**src/rtl/matrix_input_ctrl_pkg.sv**
```systemverilog
// Shared definitions for the matrix input stage.
// Holds the FSM encoding, default limits and storage header layout.
package matrix_input_ctrl_pkg;

  typedef enum logic [3:0] {
    IDLE,
    GET_M,
    GET_N,
    REQ_ADDR,
    HDR_M,
    HDR_N,
    DATA,
    DONE,
    WAIT_OFF,
    ERROR
  } state_t;

  localparam int unsigned MAX_DIM_DEF = 5;
  localparam int unsigned MAX_VAL_DEF = 9;

  localparam logic [7:0] HDR_M_OFS = 8'd0;
  localparam logic [7:0] HDR_N_OFS = 8'd1;
  localparam logic [7:0] DATA_OFS  = 8'd2;

endpackage

```
**src/rtl/matrix_input_ctrl_lfsr8.sv**
```systemverilog
// 8-bit Fibonacci LFSR (taps 8,6,5,4) that advances only when stepped.
module lfsr8 #(
  parameter logic [7:0] SEED = 8'hA5
) (
  input  logic       clk,
  input  logic       rst_n,
  input  logic       step,
  output logic [7:0] q
);

  always_ff @(posedge clk or negedge rst_n) begin
    if (!rst_n) begin
      q <= SEED;
    end else if (step) begin
      q <= {q[6:0], q[7] ^ q[5] ^ q[4] ^ q[3]};
    end
  end

endmodule

```
**src/rtl/matrix_input_ctrl.sv**
```systemverilog
// Captures matrix dimensions from a token stream, obtains a base address,
// then writes the header and elements (manual tokens or LFSR values) into storage.
module matrix_input_ctrl
  import matrix_input_ctrl_pkg::*;
#(
  parameter int unsigned MAX_DIM   = MAX_DIM_DEF,
  parameter int unsigned MAX_VAL   = MAX_VAL_DEF,
  parameter logic [7:0]  LFSR_SEED = 8'hA5
) (
  input  logic        clk,
  input  logic        rst_n,
  input  logic        i_en,
  input  logic        i_is_gen_mode,
  input  logic        i_tok_valid,
  input  logic [7:0]  i_tok_data,
  output logic        o_tok_ready,
  output logic        o_dims_valid,
  output logic [31:0] o_dim_m,
  output logic [31:0] o_dim_n,
  input  logic        i_addr_ready,
  input  logic [7:0]  i_base_addr,
  output logic        o_wr_en,
  output logic [7:0]  o_wr_addr,
  output logic [7:0]  o_wr_data,
  output logic        o_rx_done,
  output logic        o_error_flag
);

  localparam logic [7:0] MAX_DIM_B = 8'(MAX_DIM);
  localparam logic [7:0] MAX_VAL_B = 8'(MAX_VAL);

  state_t     state;
  logic       gen_mode;
  logic [7:0] dim_m;
  logic [7:0] dim_n;
  logic [7:0] base;
  logic [4:0] count;
  logic [4:0] idx;
  logic [7:0] lfsr_q;
  logic [7:0] nibble;
  logic [7:0] gen_val;
  logic       gen_step;

  assign o_dim_m = {24'd0, dim_m};
  assign o_dim_n = {24'd0, dim_n};

  assign o_tok_ready = (state == GET_M) || (state == GET_N) ||
                       ((state == DATA) && !gen_mode);

  // The LFSR advances only on cycles that actually issue a generated element.
  assign gen_step = i_en && gen_mode && ((state == HDR_N) || (state == DATA));

  assign nibble  = {4'd0, lfsr_q[3:0]};
  assign gen_val = (nibble > MAX_VAL_B) ? (nibble - (MAX_VAL_B + 8'd1)) : nibble;

  lfsr8 #(.SEED(LFSR_SEED)) u_lfsr (
    .clk   (clk),
    .rst_n (rst_n),
    .step  (gen_step),
    .q     (lfsr_q)
  );

  always_ff @(posedge clk or negedge rst_n) begin
    if (!rst_n) begin
      state        <= IDLE;
      gen_mode     <= 1'b0;
      dim_m        <= 8'd0;
      dim_n        <= 8'd0;
      base         <= 8'd0;
      count        <= 5'd0;
      idx          <= 5'd0;
      o_dims_valid <= 1'b0;
      o_wr_en      <= 1'b0;
      o_wr_addr    <= 8'd0;
      o_wr_data    <= 8'd0;
      o_rx_done    <= 1'b0;
      o_error_flag <= 1'b0;
    end else begin
      o_wr_en   <= 1'b0;
      o_rx_done <= 1'b0;
      // Dropping i_en outside IDLE aborts the session ahead of any other event.
      if ((state != IDLE) && !i_en) begin
        state        <= IDLE;
        o_dims_valid <= 1'b0;
        o_error_flag <= 1'b0;
      end else begin
        unique case (state)
          IDLE: begin
            if (i_en) begin
              gen_mode <= i_is_gen_mode;
              state    <= GET_M;
            end
          end
          GET_M: begin
            if (i_tok_valid) begin
              if ((i_tok_data == 8'd0) || (i_tok_data > MAX_DIM_B)) begin
                state        <= ERROR;
                o_error_flag <= 1'b1;
              end else begin
                dim_m <= i_tok_data;
                state <= GET_N;
              end
            end
          end
          GET_N: begin
            if (i_tok_valid) begin
              if ((i_tok_data == 8'd0) || (i_tok_data > MAX_DIM_B)) begin
                state        <= ERROR;
                o_error_flag <= 1'b1;
              end else begin
                dim_n        <= i_tok_data;
                count        <= dim_m[4:0] * i_tok_data[4:0];
                o_dims_valid <= 1'b1;
                state        <= REQ_ADDR;
              end
            end
          end
          REQ_ADDR: begin
            if (i_addr_ready) begin
              base         <= i_base_addr;
              o_dims_valid <= 1'b0;
              o_wr_en      <= 1'b1;
              o_wr_addr    <= i_base_addr + HDR_M_OFS;
              o_wr_data    <= dim_m;
              state        <= HDR_M;
            end
          end
          HDR_M: begin
            o_wr_en   <= 1'b1;
            o_wr_addr <= base + HDR_N_OFS;
            o_wr_data <= dim_n;
            state     <= HDR_N;
          end
          HDR_N: begin
            idx   <= 5'd0;
            state <= DATA;
            // Generated data follows the header with no bubble.
            if (gen_mode) begin
              o_wr_en   <= 1'b1;
              o_wr_addr <= base + DATA_OFS;
              o_wr_data <= gen_val;
              idx       <= 5'd1;
              if (count == 5'd1) state <= DONE;
            end
          end
          DATA: begin
            if (gen_mode || i_tok_valid) begin
              if (!gen_mode && (i_tok_data > MAX_VAL_B)) begin
                state        <= ERROR;
                o_error_flag <= 1'b1;
              end else begin
                o_wr_en   <= 1'b1;
                o_wr_addr <= base + DATA_OFS + {3'd0, idx};
                o_wr_data <= gen_mode ? gen_val : i_tok_data;
                idx       <= idx + 5'd1;
                if (idx == count - 5'd1) state <= DONE;
              end
            end
          end
          DONE: begin
            o_rx_done <= 1'b1;
            state     <= WAIT_OFF;
          end
          WAIT_OFF, ERROR: begin
            state <= state;
          end
          default: state <= IDLE;
        endcase
      end
    end
  end

endmodule

```
**config.mk**
```make
export PLATFORM = sky130hd
export DESIGN_NAME = matrix_input_ctrl
export DESIGN_NICKNAME = d
export VERILOG_FILES = /design/src/rtl/matrix_input_ctrl_pkg.sv /design/src/rtl/matrix_input_ctrl_lfsr8.sv /design/src/rtl/matrix_input_ctrl.sv
export SDC_FILE = /design/constraint.sdc
export NUM_CORES = 1
export LEC_CHECK = 0
export BUFFER_PORTS_ARGS = -buffer_cell sky130_fd_sc_hd__buf_4
export CORE_AREA = 2 2 100 102
export CTS_CLUSTER_SIZE = 28
export DETAILED_ROUTE_END_ITERATION = 7
export DIE_AREA = 0 0 102 104
export GPL_TIMING_DRIVEN = 1
export PLACE_DENSITY = 0.76
export SLEW_MARGIN = 0
export SYNTH_ARGS = -nofsm -noshare
export SYNTH_HDL_FRONTEND = slang
export SYNTH_HIERARCHICAL = 1
export SYNTH_SLANG_ARGS = --single-unit
```
**constraint.sdc**
```tcl
create_clock -name clk -period 2.9 [get_ports clk]
set_clock_uncertainty 0.2 [all_clocks]
set_input_delay 0.58 -clock clk [delete_from_list [all_inputs] [get_ports clk]]
set_output_delay 0.58 -clock clk [all_outputs]
set_load 0.005 [all_outputs]
```
==> impl_metrics.csv <==
group,metric,value,unit
synthesis,synth-edff-count,0,
synthesis,ys_top_cells_by_area,"dfrtp_1, buf_4, mux2_2",
sta,timing.final.crit_period,2880,ps
die,chipHeight,104,µm
sta,maxSlewViolCount,0,
synthesis,post_synth_most_frequent_cells,"dfrtp_1, buf_4, nand2_1",
clock_network,cts_setup_buffers,0,
sta,setup_total_negative_slack,0,ps
setup_path,crit_slowest_cell,"fa_1",
die,fp.dieW,102,µm
synthesis,yosysTopAreaCell,"dfrtp_1",
die,floorplan.initialDensity,48.7,%
synthesis,synth_cells,517,
sta,final_min_period_over_clock_period,99.5,%
layout,n_antenna_cell,0,
synthesis,synth_ff_type,"dfrtp_1",
grt,antenna_found_initial,0,
synthesis,synth_sequential_area_ratio,36.2,%
run_status,status,"finished clean",
setup_path,critPathMaxStageDelay,450,ps
grt,residual_overflow_from_global_routing,0,
grt,maximum_number_of_pins_on_one_net_before_global_route_repair,68,
layout,layout.nets,625,
layout,final_util,55.9,%
synthesis,netlist_area,0.00465,mm²
sta,maxClockFrequency,0.347,GHz
synthesis,mapped_avg_cell_area,8.99,µm²
synthesis,fraction_of_synthesis_flops_using_an_asynchronous_set_or_reset_pin,100,%
layout,filler_cell_count_in_the_final_layout,891,
synthesis,yosys_warnings,6,
clock_network,h-tree-depth,3,
grt,grt_util_all_layers,22.3,%
sta,setup_ws,15.8,ps
hold_path,hp-class,"input pin to async pin",
setup_path,timing.critical_path.to_type,"flop",
clock_network,clkSinkCount,67,
die,core,0.00955,mm²
clock_network,cts_tree,"done",
clock_network,ctsLongestPathBuffers,2,
pwr,total_power,3.51,mW
grt,grt_first_pass_wirelength,18700,µm
pwr,power_density_normalized_to_cell_area,657,mW/mm²
sta,timing.final.hold_violations,0,
sta,max-slew-margin-rel,42.8,%
detailed_routing,vias,3947,
sta,finalHoldWorstSlack,125,ps
layout,share_of_layout_cells_above_drive_strength_1,23.9,%
clock_network,path_clk_slew,90,ps
sta,report.final.setup_viol,0,
synthesis,post_synth_num_cell_types,57,
setup_path,path_buf_inv,1,
detailed_routing,wl_per_cell,16.2,µm
clock_network,numCtsBuffers,9,
clock_network,ctsRootBufferMaster,"clkbuf_8",
synthesis,synth_top_cell_area_share,33.9,%
place,port-buffer-count,58,
detailed_routing,postRouteWirelength,11700,µm
synthesis,post-synth-top-count-cell,"dfrtp_1",
detailed_routing,detail_route.drc_violations,0,
layout,layout-area-overhead-vs-synth,14.9,%
sta,worst_slew_pin_slew,858,ps
detailed_routing,detail-route-antenna-nets,0,
clock_network,clk-insertion-delay-late,360,ps
detailed_routing,detail_route.first_pass.iterations,6,
detailed_routing,drt-initial-drc-count,309,
setup_path,crit_chain,"and2_4 -> ha_4 -> ha_4 -> inv_2 -> fa_1 -> fa_2 -> xnor2_2 -> xnor2_2 -> xnor2_1 -> xnor2_1 -> o21ai_1",
place,estimated_wirelength_of_the_detail_placed_design,8660,µm
setup_path,crit_fanout,2,
pwr,ir_worst_vdd,327,µV
place,gp_congestion,0.908,
die,die_area,0.0106,mm²
setup_path,req_time_crit_path,2930,ps
setup_path,critical-path-top-delay-family,"adder cells",
detailed_routing,post_drt_via_cell_ratio,5.48,
sta,unrepaired_setup_endpoints_after_global_routing,"true",
setup_path,cp.arrival,2920,ps
place,dp_worst_setup_slack,-366,ps
setup_path,worst-setup-path-type,"flop to flop",
run,maxCapViolations,0,
pwr,power.leakage,2.57,nW
grt,grt_pass1_vias,3845,
synthesis,yosys_register_bits,67,
die,fp-row-count,36,
setup_path,crit_path_start_kind,"flop",
die,pin_count,107,
[repair_timing]
action	CTS	global route
setup endpoints to repair	1	1
gates resized for setup	0	2
pin swaps	0	7
hold buffers	0	0
[area by class of cell]
cell class | instances | area (µm²) | share of cell area [%]
clock inverters | 7 | 83.8 | 1.57
multi-input cells | 407 | 2620 | 49.0
well taps | 133 | 166 | 3.12
flip-flops and latches | 67 | 1680 | 31.5
inverters | 16 | 60.1 | 1.12
repair buffers | 81 | 608 | 11.4
clock buffers | 9 | 124 | 2.32
[registers in the layout (all words and copies together), names as in the netlist]
signal        cells
base              8
dim_m             8
dim_n             8
o_wr_addr         8
o_wr_data         8
u_lfsr/q          8
count             5
idx               5
state             4
gen_mode          1
o_dims_valid      1
o_error_flag      1
o_rx_done         1
o_wr_en           1
[cell usage in the layout (no fill, tap or decap), types with 4 or more instances in the layout]
cell type  count
o22ai_1        6
a21oi_1       29
nor3_1        10
mux2i_1        8
and2_1        13
a211oi_1       4
ha_1          16
clkbuf_8       9
nand3_1       15
nand2b_1       4
xnor2_1       18
conb_1        48
nand2_1       50
buf_4         81
a31oi_1        5
nor2_1        39
xor2_1        10
o21bai_1       4
and2_2         5
o21ai_0       34
o21ai_1        4
inv_1         14
dfrtp_1       63
mux2_2        22
o31ai_1       10
dfstp_2        4
nor2b_1        4
[power by group]
part	switching [mW]	leakage, nW	total, mW	internal (mW)
registers	0.203	0.898	1.30	1.09
logic	0.779	1.57	1.38	0.602
clock network	0.421	0.102	0.832	0.412
total	1.40	2.57	3.51	2.11
[cell families (layout without fill, tap and decap cells)]
family	count (synthesis)	after routing	share of synthesized area (%)
AOI/OAI and AO/OA	124	124	16.9
buffers and inverters	90	113	12.3
xor gates and xnor gates	30	30	5.65
muxes	30	30	7.05
other	1	48	0.0807
and+or+nand+nor	153	153	15.5
adders and majority gates	22	22	6.35
DFF	67	67	36.2
[routing by layer]
| metal | routed length (µm) | global-route usage, % | up-vias |
|---|---|---|---|
| li1 | - | - | 1857 |
| met1 | 4860 | 28.4 | 1910 |
| met2 | 5900 | 37.5 | 162 |
| met3 | 713 | 5.31 | 18 |
| met4 | 208 | 6.29 | 0 |
| met5 | 0 | 0 | - |
[worst paths after layout]
| kind | from | slack [ps] | end | cells after the start |
|---|---|---|---|---|
| max | dim_m[1] | 20 | count[4] | 11 |
| min | rst_n | 130 | dim_m[6] | 1 |
| max reg2reg | dim_m[1] | 20 | count[4] | 11 |
| min reg2reg | o_wr_data[5] | 290 | o_wr_data[5] | 2 |
| max in group asynchronous | rst_n | 1810 | base[4] | 1 |
| min in group clk | i_is_gen_mode | 260 | gen_mode | 2 |
[through the flow]
step	area, µm²	instances
floorplan	4870	564
global placement	5120	704
detailed placement	5120	704
CTS	5330	720
global route	5340	720
finish	5340	720
Power figures use the tool's default switching activity.
